## src/rtl/aes_plat_pkg.sv

```systemverilog
// Shared types for the AES platform run sequencer: state encoding, counter width
// and saturating counter arithmetic.
package aes_plat_pkg;

  localparam int CNT_W = 32;

  typedef logic [CNT_W-1:0] cnt_t;

  typedef enum logic [2:0] {
    ST_IDLE,
    ST_ARM,
    ST_RUN,
    ST_DRAIN,
    ST_CHECK,
    ST_ERR,
    ST_DONE
  } seq_state_t;

  function automatic cnt_t sat_add32(input cnt_t a, input cnt_t b);
    logic [CNT_W:0] sum;
    sum = {1'b0, a} + {1'b0, b};
    return sum[CNT_W] ? '1 : sum[CNT_W-1:0];
  endfunction

endpackage

```

## src/rtl/seq_watchdog.sv

```systemverilog
// Idle-cycle detector: counts enabled cycles since the last clear and pulses
// expire in the cycle the count reaches LIMIT.
module seq_watchdog
  import aes_plat_pkg::*;
#(
  parameter int LIMIT = 256
) (
  input  logic clk,
  input  logic rst,
  input  logic clear,
  input  logic enable,
  output logic expire
);

  localparam cnt_t LAST = cnt_t'(LIMIT - 1);

  cnt_t r_count;

  always_ff @(posedge clk or posedge rst) begin
    if (rst) begin
      r_count <= '0;
    end else if (clear) begin
      r_count <= '0;
    end else if (enable && (r_count != LAST)) begin
      r_count <= r_count + 1'b1;
    end
  end

  // Fires on the cycle that would take the count to LIMIT, so the owner can leave
  // its state exactly LIMIT quiet cycles after the last clear.
  assign expire = enable && !clear && (r_count == LAST);

endmodule

```

## src/rtl/aes_test_sequencer.sv

```systemverilog
// Run-level controller for the AES platform: runs one or two enc/dec phases,
// tallies scoreboard deltas per phase and aborts on stalled progress.
module aes_test_sequencer
  import aes_plat_pkg::*;
#(
  parameter int VECTORS        = 1024,
  parameter int SETTLE_CYCLES  = 256,
  parameter int TIMEOUT_CYCLES = 5_000_000
) (
  input  logic        clk,
  input  logic        rst,
  input  logic        start,
  input  logic        both_modes,
  input  logic        enc_first,
  input  logic [31:0] total,
  input  logic [31:0] correct,
  output logic        work,
  output logic        enc,
  output logic        busy,
  output logic        done,
  output logic        pass,
  output logic        timeout,
  output logic        phase,
  output logic [31:0] run_total,
  output logic [31:0] run_errors
);

  seq_state_t r_state, w_state_next;
  logic r_both, r_enc, r_phase, r_pass, r_timeout, r_done;
  cnt_t r_base_t, r_base_c, r_total_prev, r_run_total, r_run_errors;
  cnt_t w_dt, w_dc, w_phase_err, w_sum_total, w_sum_err;
  logic w_total_chg, w_active, w_draining, w_wd_expire, w_quiet_expire, w_next_phase;

  assign w_dt         = total - r_base_t;
  assign w_dc         = correct - r_base_c;
  // An inconsistent scoreboard (more matches than results) counts as a clean phase.
  assign w_phase_err  = (w_dc > w_dt) ? '0 : (w_dt - w_dc);
  assign w_sum_total  = sat_add32(r_run_total, w_dt);
  assign w_sum_err    = sat_add32(r_run_errors, w_phase_err);
  assign w_total_chg  = (total != r_total_prev);
  assign w_active     = (r_state == ST_RUN) || (r_state == ST_DRAIN);
  assign w_draining   = (r_state == ST_DRAIN);
  assign w_next_phase = r_both && !r_phase;

  seq_watchdog #(.LIMIT(TIMEOUT_CYCLES)) u_timeout_wd (
    .clk    (clk),
    .rst    (rst),
    .clear  (w_total_chg || !w_active),
    .enable (w_active),
    .expire (w_wd_expire)
  );

  seq_watchdog #(.LIMIT(SETTLE_CYCLES)) u_quiet_wd (
    .clk    (clk),
    .rst    (rst),
    .clear  (w_total_chg || !w_draining),
    .enable (w_draining),
    .expire (w_quiet_expire)
  );

  always_comb begin
    w_state_next = r_state;
    work         = 1'b0;
    busy         = 1'b1;
    case (r_state)
      ST_IDLE, ST_DONE: begin
        busy = 1'b0;
        if (start) w_state_next = ST_ARM;
      end
      ST_ARM: w_state_next = ST_RUN;
      ST_RUN: begin
        work = 1'b1;
        if (w_wd_expire) w_state_next = ST_ERR;
        else if (w_dt >= cnt_t'(VECTORS)) w_state_next = ST_DRAIN;
      end
      ST_DRAIN: begin
        if (w_wd_expire) w_state_next = ST_ERR;
        else if (w_quiet_expire) w_state_next = ST_CHECK;
      end
      ST_CHECK: w_state_next = w_next_phase ? ST_ARM : ST_DONE;
      ST_ERR:   w_state_next = ST_DONE;
      default:  w_state_next = ST_IDLE;
    endcase
  end

  always_ff @(posedge clk or posedge rst) begin
    if (rst) begin
      r_state      <= ST_IDLE;
      r_both       <= 1'b0;
      r_enc        <= 1'b1;
      r_phase      <= 1'b0;
      r_pass       <= 1'b0;
      r_timeout    <= 1'b0;
      r_done       <= 1'b0;
      r_base_t     <= '0;
      r_base_c     <= '0;
      r_total_prev <= '0;
      r_run_total  <= '0;
      r_run_errors <= '0;
    end else begin
      r_state      <= w_state_next;
      r_total_prev <= total;
      r_done       <= (w_state_next == ST_DONE) && (r_state != ST_DONE);
      case (r_state)
        ST_IDLE, ST_DONE: begin
          if (start) begin
            r_both       <= both_modes;
            r_enc        <= enc_first;
            r_phase      <= 1'b0;
            r_pass       <= 1'b0;
            r_timeout    <= 1'b0;
            r_run_total  <= '0;
            r_run_errors <= '0;
          end
        end
        ST_ARM: begin
          r_base_t <= total;
          r_base_c <= correct;
        end
        ST_CHECK: begin
          r_run_total  <= w_sum_total;
          r_run_errors <= w_sum_err;
          if (w_next_phase) begin
            r_phase <= 1'b1;
            r_enc   <= ~r_enc;
          end else begin
            r_pass <= (w_sum_err == '0);
          end
        end
        ST_ERR: begin
          r_run_total  <= w_sum_total;
          r_run_errors <= w_sum_err;
          r_timeout    <= 1'b1;
          r_pass       <= 1'b0;
        end
        default: ;
      endcase
    end
  end

  assign enc        = r_enc;
  assign done       = r_done;
  assign pass       = r_pass;
  assign timeout    = r_timeout;
  assign phase      = r_phase;
  assign run_total  = r_run_total;
  assign run_errors = r_run_errors;

endmodule
```

## config.mk

```make
export PLATFORM = sky130hd
export DESIGN_NAME = aes_test_sequencer
export DESIGN_NICKNAME = d
export VERILOG_FILES = /design/src/rtl/aes_plat_pkg.sv /design/src/rtl/seq_watchdog.sv /design/src/rtl/aes_test_sequencer.sv
export SDC_FILE = /design/constraint.sdc
export NUM_CORES = 1
export LEC_CHECK = 0
export CORE_UTILIZATION = 40
export DETAILED_ROUTE_END_ITERATION = 10
export HOLD_SLACK_MARGIN = 0.12
export MAX_ROUTING_LAYER = met4
export PLACE_DENSITY = 0.61
export REMOVE_ABC_BUFFERS = 1
export SETUP_SLACK_MARGIN = 0.3
export SLEW_MARGIN = 20
export SYNTH_ARGS = -nofsm -noshare
export SYNTH_HDL_FRONTEND = slang
export SYNTH_SLANG_ARGS = --single-unit
export TNS_END_PERCENT = 5
```

## constraint.sdc

```tcl
create_clock -name clk -period 8 [get_ports clk]
set_input_delay 1.6 -clock clk [delete_from_list [all_inputs] [get_ports clk]]
set_output_delay 1.6 -clock clk [all_outputs]
set_load 0.02 [all_outputs]
```

==> impl_summary.md, run 1 <==
Yosys
The largest area contributor in the netlist is dfrtp_1. The share of synthesized registers carrying an async set or reset is 100%. The multiplexer fraction of the synthesized cell area is 0.541%. Summing the areas of all compound-gate instances in the mapped netlist gives about 22% of the synthesized area.

The basic-gate share of the synthesized area counting and, or, nand and nor cells is 18.8%. The adder-cell share of the synthesized area is 11.8%. The cell count after synthesis is 2114. After synthesis, flip-flops and latches occupy 32.8% of the total area. Dividing the synthesized area by the synthesized cell count gives 8.42 um2.

By area the synthesized netlist is led by dfrtp_1, ha_1, xnor2_1, a21oi_1, o21ai_0. Counting distinct cell types in the post-synthesis netlist gives 82. The fraction of synthesized cell area taken by the top area cell type is approximately a third. The number of synthesized register bits is 233. The netlist area before placement is 17800 um2.

The count of yosys warnings during synthesis is 0. Summing the areas of all xor and xnor instances in the mapped netlist gives around a tenth of the synthesized area. Yosys mapped a number of flops with a built-in enable equal to 0. The largest family of logic cells by synthesized area is compound AO/OA/AOI/OAI gates. The commonest register cell after synthesis is dfrtp_1.

Min path
The worst hold path class is register to register.

STA
The tightest slew margin relative to the limit is 27.8%. Setup violations remaining at the end of the flow were counted as 7. The number of endpoints with negative hold slack in the final report is 0.

After layout, the worst setup slack is -408 ps. The actual transition at the worst max-transition pin is 1080 ps. For this run, the top clock speed supported by timing is 0.119 GHz. Dividing the final minimum period by the clock period gives 105%. Subtracting the final worst setup slack from the clock period gives approximately 8400 ps. Hold timing on the final database bottoms out at a slack of 515 ps. For the final database, setup skew stands at 16.1 ps.

The max-slew violation count was 0. Setup repair after global routing could not meet its margin everywhere.

Final layout
The filler cells instantiated in the layout total 3860. Across the whole layout, storage elements account for 5830 um2. The total number of nets in the final design is 2971. The count of placed standard cells in the final layout, fillers left out is 3347.

In the layout the commonest cells are buf_4, dfrtp_1, nor2_1. Compared with the post-synthesis result, the final layout area differs by 44.6%. 0 antenna diodes ended up in the layout.

The leading cell type in the layout, fill and taps excluded is buf_4. The share of layout cells above drive strength 1 is ~28%. The multi-input combinational cells in the finished layout cover a total of 12400 um2.

Detailed routing
The routed wirelength normalized by instance count is 17.4 um. The DRC violations left is 0. In the routed layout, each cell is associated on average with a via count of 5.33. For this block, the via count after detailed routing is around 18000. The final wirelength is 58100 um. In this run, the number of DRC markers left after iteration 0 of detailed routing was 957. In this run the remaining antenna-violating nets after routing total 0.

For this run, the detailed router's first-pass iteration total came to 6.

Power
For this design the ratio of total power to cell area is 138 nW/um2. The leakage power total is 0.0122 uW. The worst-case IR drop observed on VDD is between 0.1 and 0.15 mV.

Status
The flow ran to the end, but the final reports show violations. The checks that failed: setup timing.

Critical path
The required time at the endpoint of the critical path is roughly 8500 ps. The kind of end point of the critical path is a register. STA puts the critical path data arrival time at 8890 ps.

The slowest stage of the critical path belongs to the cell a311o_1. The maximum single-stage delay on the critical path is approximately 400 ps. The most numerous cell on the critical path is buf_4. The worst setup path category is input port to register. The element type at the critical path start is an input port. The maximum net fanout on the critical path is 5.

Floorplanning
The count of boundary I/O pins is 140. The chip width is 213 um. The area of the die is approximately 45000 um2. The starting utilization of the core area is 41.0%.

The row count is 76. The area of the core region is 43500 um2. The floorplan step set the die height to 213 um.

Global routing
Across every metal layer, demand over resource in global routing totals 26.6%. The initial antenna violation count was 0. Summed over all layers, the global routing overflow is 0.

The pin count of the biggest net entering global routing is approximately 110. The global-route wire length before repair is slightly above 90000 um. The via count of the first global-routing pass came to 17900.

Clock tree
The clock sink total is between 200 and 250. The cts-stage hold buffer count is 0. The clock passes through at most 3 buffers. For the worst-skew pair, the clock arrives at the later sink with an insertion delay of 600 ps.

CTS built an H-tree with a depth of 1. The number of clock buffers added by TritonCTS is 29. Clock tree synthesis selected as its root buffer the cell clkbuf_16. After clock tree synthesis, the clock-pin slew on the worst setup and hold paths is around 60 ps. TritonCTS built the clock tree.

Placement
The number of instances in the placed design is roughly 3200. At the end of routability-driven placement, the weighted congestion stood at 0.900. The HPWL after detailed placement is 43700 um. The number of buffers inserted by port buffering is 139.

Flow run
The max-capacitance violation count is 0.
sequential cells by signal, indices dropped and copies added (netlist names):
signal                flops
done                      1
enc                       1
pass                      1
phase                     1
r_base_c                 32
r_base_t                 32
r_both                    1
r_state                   3
r_total_prev             32
run_errors               32
run_total                32
timeout                   1
u_quiet_wd.r_count       32
u_timeout_wd.r_count     32
area by class of cell:
cell class	count	share of cell area [%]
clock buffer	35	3.14
clock inverter	19	0.788
inverter	117	1.75
multi-input combinational	1705	48.1
sequential	233	22.7
tap	585	2.84
timing repair buffer	653	20.7
power breakdown:
group	internal [uW]	switching (uW)
Sequential	1190	8.45
Combinational	489	460
Clock	819	581
Total	2500	1050
logic make-up (layout without fill, tap and decap cells):
logic type,Yosys count,in the layout
and+or+nand+nor,689,689
DFF,233,233
AOI/OAI and AO/OA,637,637
adders and majority gates,165,165
buffers and inverters,176,824
xor gates and xnor gates,205,205
muxes,9,9
Yosys cell counts, types with 7 or more instances:
cell type and number:
a2111oi_0 7, a211o_1 8, a211oi_1 22, a21o_1 62, a21oi_1 207, a31o_2 7, a31oi_1 52, and2_1 16
and3_1 28, and4_1 14, clkbuf_1 51, dfrtp_1 232, ha_1 158, inv_1 117, nand2_1 184, nand2b_1 21
nand3_1 48, nand4_1 35, nor2_1 193, nor2b_1 17, nor3_1 53, nor4_1 23, nor4b_1 7, o211ai_1 11
o21a_1 28, o21ai_0 147, o21bai_1 15, o31ai_1 13, or2_2 9, or3_1 25, xnor2_1 121, xor2_1 84
per-layer routing:
layer | part of all wire, % | global-route usage, % | wire [um]
met5 | 0 | - | 0
met4 | 3.2 | 8.34 | 1880
met3 | 4.0 | 3.50 | 2320
met2 | 47 | 43.8 | 27500
met1 | 45 | 33.9 | 26400
critical path: cells and delay by family:
kind | cells | cell delay, ps
simple gates | 5 | 550
fa+ha+maj | 4 | 1010
xor+xnor | 4 | 580
compound gates | 9 | 2030
buf+inv | 27 | 3130
metrics by stage:
step           instance area, um2  setup TNS [ps]  util (%)  setup slack (ps)  total power, uW
2_1_floorplan               17600          -26180         -             -1420             1600
3_3_place_gp                23100          -35800      53.2             -1690             2030
3_5_place_dp                23100          -38900      53.2             -1750             2030
4_1_cts                     25400            -562      58.4              -314             3540
5_1_grt                     25700           -5550      59.2              -674             3700
6_report                    25700           -1170      59.2              -408             3550
repair_timing:
action,in CTS,in global routing
gates resized for setup,211,51
cloned,0,1
hold endpoints to repair,0,0
setup endpoints to repair,33,33
pin swaps,122,67
setup buffers,54,8
path summary, 6_finish.rpt:
check / startpoint / endpoint / slack [ps] / cells past startpoint
max: total[0] / run_errors[22]$_DFFE_PP0P_ / -410 / 49
min: r_both$_DFFE_PP0P_ / r_both$_DFFE_PP0P_ / 520 / 2
max reg2reg: r_base_c[1]$_DFFE_PP0P_ / run_errors[22]$_DFFE_PP0P_ / 290 / 51
min reg2reg: r_both$_DFFE_PP0P_ / r_both$_DFFE_PP0P_ / 520 / 2
max in group asynchronous: rst / r_base_c[27]$_DFFE_PP0P_ / 4920 / 3
min in group asynchronous: rst / u_timeout_wd.r_count[26]$_DFFE_PP0P_ / 1520 / 2
No activity file was read; power rests on OpenSTA's default activity.
==> inputs of run 2 (changes only) <==
--- a/config.mk
+++ b/config.mk
@@ -5,11 +5,12 @@
 export SDC_FILE = /design/constraint.sdc
 export NUM_CORES = 1
 export LEC_CHECK = 0
+export ABC_AREA = 1
 export CORE_UTILIZATION = 40
 export DETAILED_ROUTE_END_ITERATION = 10
 export HOLD_SLACK_MARGIN = 0.12
 export MAX_ROUTING_LAYER = met4
-export PLACE_DENSITY = 0.61
+export PLACE_DENSITY = 0.6
 export REMOVE_ABC_BUFFERS = 1
 export SETUP_SLACK_MARGIN = 0.3
 export SLEW_MARGIN = 20
==> impl_summary.md, run 2 <==
Placement
The worst setup slack before clock tree synthesis is -44.5 ps (+1710 ps). The HPWL reported at the end of detailed placement is 46700 um (+6.8%). The weighted congestion at the end of routability-driven global placement is 0.980 (+8.9%). The number of buffers inserted by port buffering is 139 (unchanged).

Final layout
The total number of nets in the final design is 3075 (+3.5%). The post-layout utilization of the core was 49.0% (-10 points). Relative to the synthesized area, the layout overhead comes to 20.9%. Leaving out fill and tap cells, the most frequent cell in the layout is nand2_1. In the layout the commonest cells are nand2_1, inv_1, dfrtp_1.

The share of layout cells above drive strength 1 is 9.28% (-18 points). The count of antenna diodes in the layout is 0 (unchanged).

Yosys
The most used flip-flop cell after synthesis is dfrtp_1. The adder-cell share of the synthesized area is 11.0% (-0.78 points). The largest family of logic cells by synthesized area is simple AND/OR/NAND/NOR gates.

The count of yosys warnings during synthesis was 0 (unchanged). The number of flops mapped to enable cells by yosys is 0 (unchanged). The mean instance size in the synthesized netlist came to 7.21 um2 (-14%). The register area share after synthesis was 30.9% (-1.8 points).

The cell count after synthesis is 2618 (+24%). The netlist area before placement is 18900 um2 (+6.0%). The fraction of synthesized cell area taken by the top area cell type is 30.8% (-1.8 points). The post-synthesis compound-gate area fraction is 17.1% (-5.2 points). The fraction of synthesized cell area in xor and xnor cells is 6.55% (-3.5 points). The multiplexer fraction of the synthesized cell area was 0.0597% (-0.48 points). The number of distinct library cells after synthesis came to 62 (-24%). The largest area contributor in the netlist is dfrtp_1. The share of synthesized registers carrying an async set or reset is 100% (unchanged). Yosys instantiated no cell more often than nand2_1.

The basic-gate share of the synthesized area counting and, or, nand and nor cells came to 27.1% (+8.3 points). The number of synthesized register bits came to 233 (unchanged). Sorting the synthesized cells by how often they occur yields nand2_1, inv_1, dfrtp_1.

Yosys attributes the largest share of cell area to dfrtp_1, nand2_1, ha_1, inv_1, a21oi_1.

Critical path
The maximum single-stage delay on the critical path is 460 ps (+60 ps). The worst setup path is of the input port to register kind. The required time at the endpoint of the critical path was 8530 ps (+50 ps). The most numerous cell on the critical path is nand2_1.

Grouping stages by cell kind, the critical path spends the most delay in simple AND/OR/NAND/NOR gates. The arrival time at the worst endpoint is 7870 ps (-1020 ps). The kind of end point of the critical path is a register. The element type at the critical path start is an input port. The slowest stage of the critical path is the clkdlybuf4s50_1 cell. The maximum net fanout on the critical path is 5 (unchanged). The sum of buffers and inverters on the critical path was 8 (-70%).

Global routing
The initial antenna violation count was 1 (+1). The via count of the first global-routing pass is 17600 (-1.4%). The global-route wire length before repair is 94100 um (+0.77%). The met3 track utilization from global routing is 2.76% (-0.74 points). The pin count of the biggest net entering global routing is 173 (+60%).

The global routing met1 resource utilization is 34.2% (+0.30 points). The overflow left after global routing is 0 (unchanged). The met2 track demand over resource is 40.6% (-3.2 points). The layer flagged by global routing as most heavily used is met2. The total track usage is 25.5% (-1.2 points).

STA
The actual transition at the worst max-transition pin was 1000 ps (-82.4 ps). The aggregate negative setup slack is 0 ps (+1170 ps). The worst-case hold slack is 493 ps (-21.9 ps). The clock period minus final worst setup slack is 7330 ps (-1070 ps). The smallest setup slack after layout came to 666 ps (+1070 ps).

The final period utilization is 91.7% (-13 points). The highest attainable clock frequency is 0.136 GHz (+15%). Setup repair after global routing left no endpoint under its margin. The number of endpoints with negative hold slack in the final report is 0 (unchanged). The max-slew violation count was 0 (unchanged). The number of setup violations in the final report is 0 (-7). The post-route clock skew came to 10.7 ps (-5.39 ps).

The tightest slew margin relative to the limit is 33.3% (+5.5 points).

Floorplanning
The chip width is 219 um (+2.9%). The area of the die came to 48000 um2 (+5.9%). The area of the core region came to 46600 um2 (+7.1%). The count of boundary I/O pins is 140 (unchanged). The row count was 79 (+3.9%).

The starting utilization of the core area is 40.5% (-0.45 points). The height of the chip is 219 um (+2.9%).

Clock tree
The number of H-tree levels is 1 (unchanged). The total CTS buffers is 30 (+3.4%). The register clock-pin slew on the reported worst setup and hold paths is 60 ps (about the same). The deepest clock path buffer count came to 3 (unchanged). The insertion delay to the later sink of the worst-skew pair is 600 ps (about the same). The cts-stage hold buffer count is 0 (unchanged).

The CTS root buffer is clkbuf_16. The clock sink total came to 233 (unchanged). The CTS tree is done.

Detailed routing
The final wirelength is 58900 um (+1.3%). The DRC violations left came to 0 (unchanged). The total number of vias came to 18400 (+3.0%). The post-route antenna net violation count was 0 (unchanged). The routed wirelength normalized by instance count came to 17.0 um (-2.3%). The detailed router's first-iteration violation count came to 1360 (+42%). The detailed-router iteration count before antenna repair is 6 (unchanged). The via density per instance is 5.29 (-0.77%).

Power
The power density over the cells is 147 nW/um2 (+6.8%). The maximum ir drop on the vdd rail is 0.292 mV (+100%). The leakage power total came to 0.0113 uW (-6.9%).

Flow run
The max-capacitance violation count was 0 (unchanged).

Min path
The min-delay analysis places its worst path in the category register to register.

Status
The run finished with clean final reports.
-- run 2: cell count changes after synthesis, moves of 34 or more --
| cell | before | now |
|---|---|---|
| inv_1 | 117 | 306 |
| nand3_1 | 48 | 112 |
| a31oi_1 | 52 | 18 |
| xnor2_1 | 121 | 57 |
| nand2_1 | 184 | 636 |
| o21ai_0 | 147 | 186 |
| a21o_1 | 62 | 21 |
-- run 2: worst reg2reg max path: cells and delay by family (launching register included) --
kind,cells,cell delay [ps]
compound gates,10,1790
fa+ha+maj,3,920
xor+xnor,1,250
flops,1,380
simple gates,21,1970
buf+inv,7,820
-- run 2: logic make-up (layout without fill, tap and decap cells) --
family / Yosys count / count (layout)
multiplexers: 1 / 1
AO/OA/AOI/OAI: 568 / 568
AND/OR/NAND/NOR: 1158 / 1158
XOR/XNOR: 141 / 141
adder cells (fa/ha/maj): 163 / 163
buffers and inverters: 354 / 602
flip-flops: 233 / 233
-- run 2: power by group --
part,switching (uW),internal [uW]
registers,12.0,1190
clock network,580,890
logic,414,266
-- run 2: what timing repair did --
item                       in CTS  in global routing
setup endpoints to repair       0                 16
resized for setup               0                 43
setup buffers                   0                  5
-- run 2: per-stage QoR --
stage | total power (uW) | instances | cell area [um2]
2_1_floorplan | 1650 | 2579 | 18700
3_3_place_gp | 1890 | 3413 | 21500
3_5_place_dp | 1890 | 3413 | 21500
4_1_cts | 3380 | 3468 | 22600
5_1_grt | 3510 | 3473 | 22800
6_report | 3360 | 3473 | 22800
-- run 2: final timing paths --
check                                                   startpoint                                   to  slack [ps]  cells past startpoint
worst min register to register  u_quiet_wd.r_count[10]$_DFFE_PP0P_   u_quiet_wd.r_count[10]$_DFFE_PP0P_         490                      1
worst max register to register             r_base_c[1]$_DFFE_PP0P_                     pass$_DFFE_PP0P_        1800                     42
worst min-delay path            u_quiet_wd.r_count[10]$_DFFE_PP0P_   u_quiet_wd.r_count[10]$_DFFE_PP0P_         490                      1
max in group asynchronous                                      rst           run_errors[29]$_DFFE_PP0P_        5250                      3
min in group asynchronous                                      rst  u_timeout_wd.r_count[3]$_DFFE_PP0P_        1410                      2
worst max-delay path                                    correct[0]                     pass$_DFFE_PP0P_         670                     43
-- run 2: area by class of cell --
type / count / area, um2
clock buffers: 39 / 865
clock inverters: 16 / 215
fillers: 4616 / 23800
inverters: 315 / 1200
multi-input cells: 2031 / 11800
flip-flops and latches: 233 / 5830
well taps: 607 / 759
repair buffers: 232 / 2110
-- run 2: layer usage --
metal	vias up	share of wire [%]	wire, um
met5	-	0	0
li1	9195	-	-
met1	8597	47	27500
met4	0	2.9	1680
met2	485	45	26700
met3	80	5.0	2940
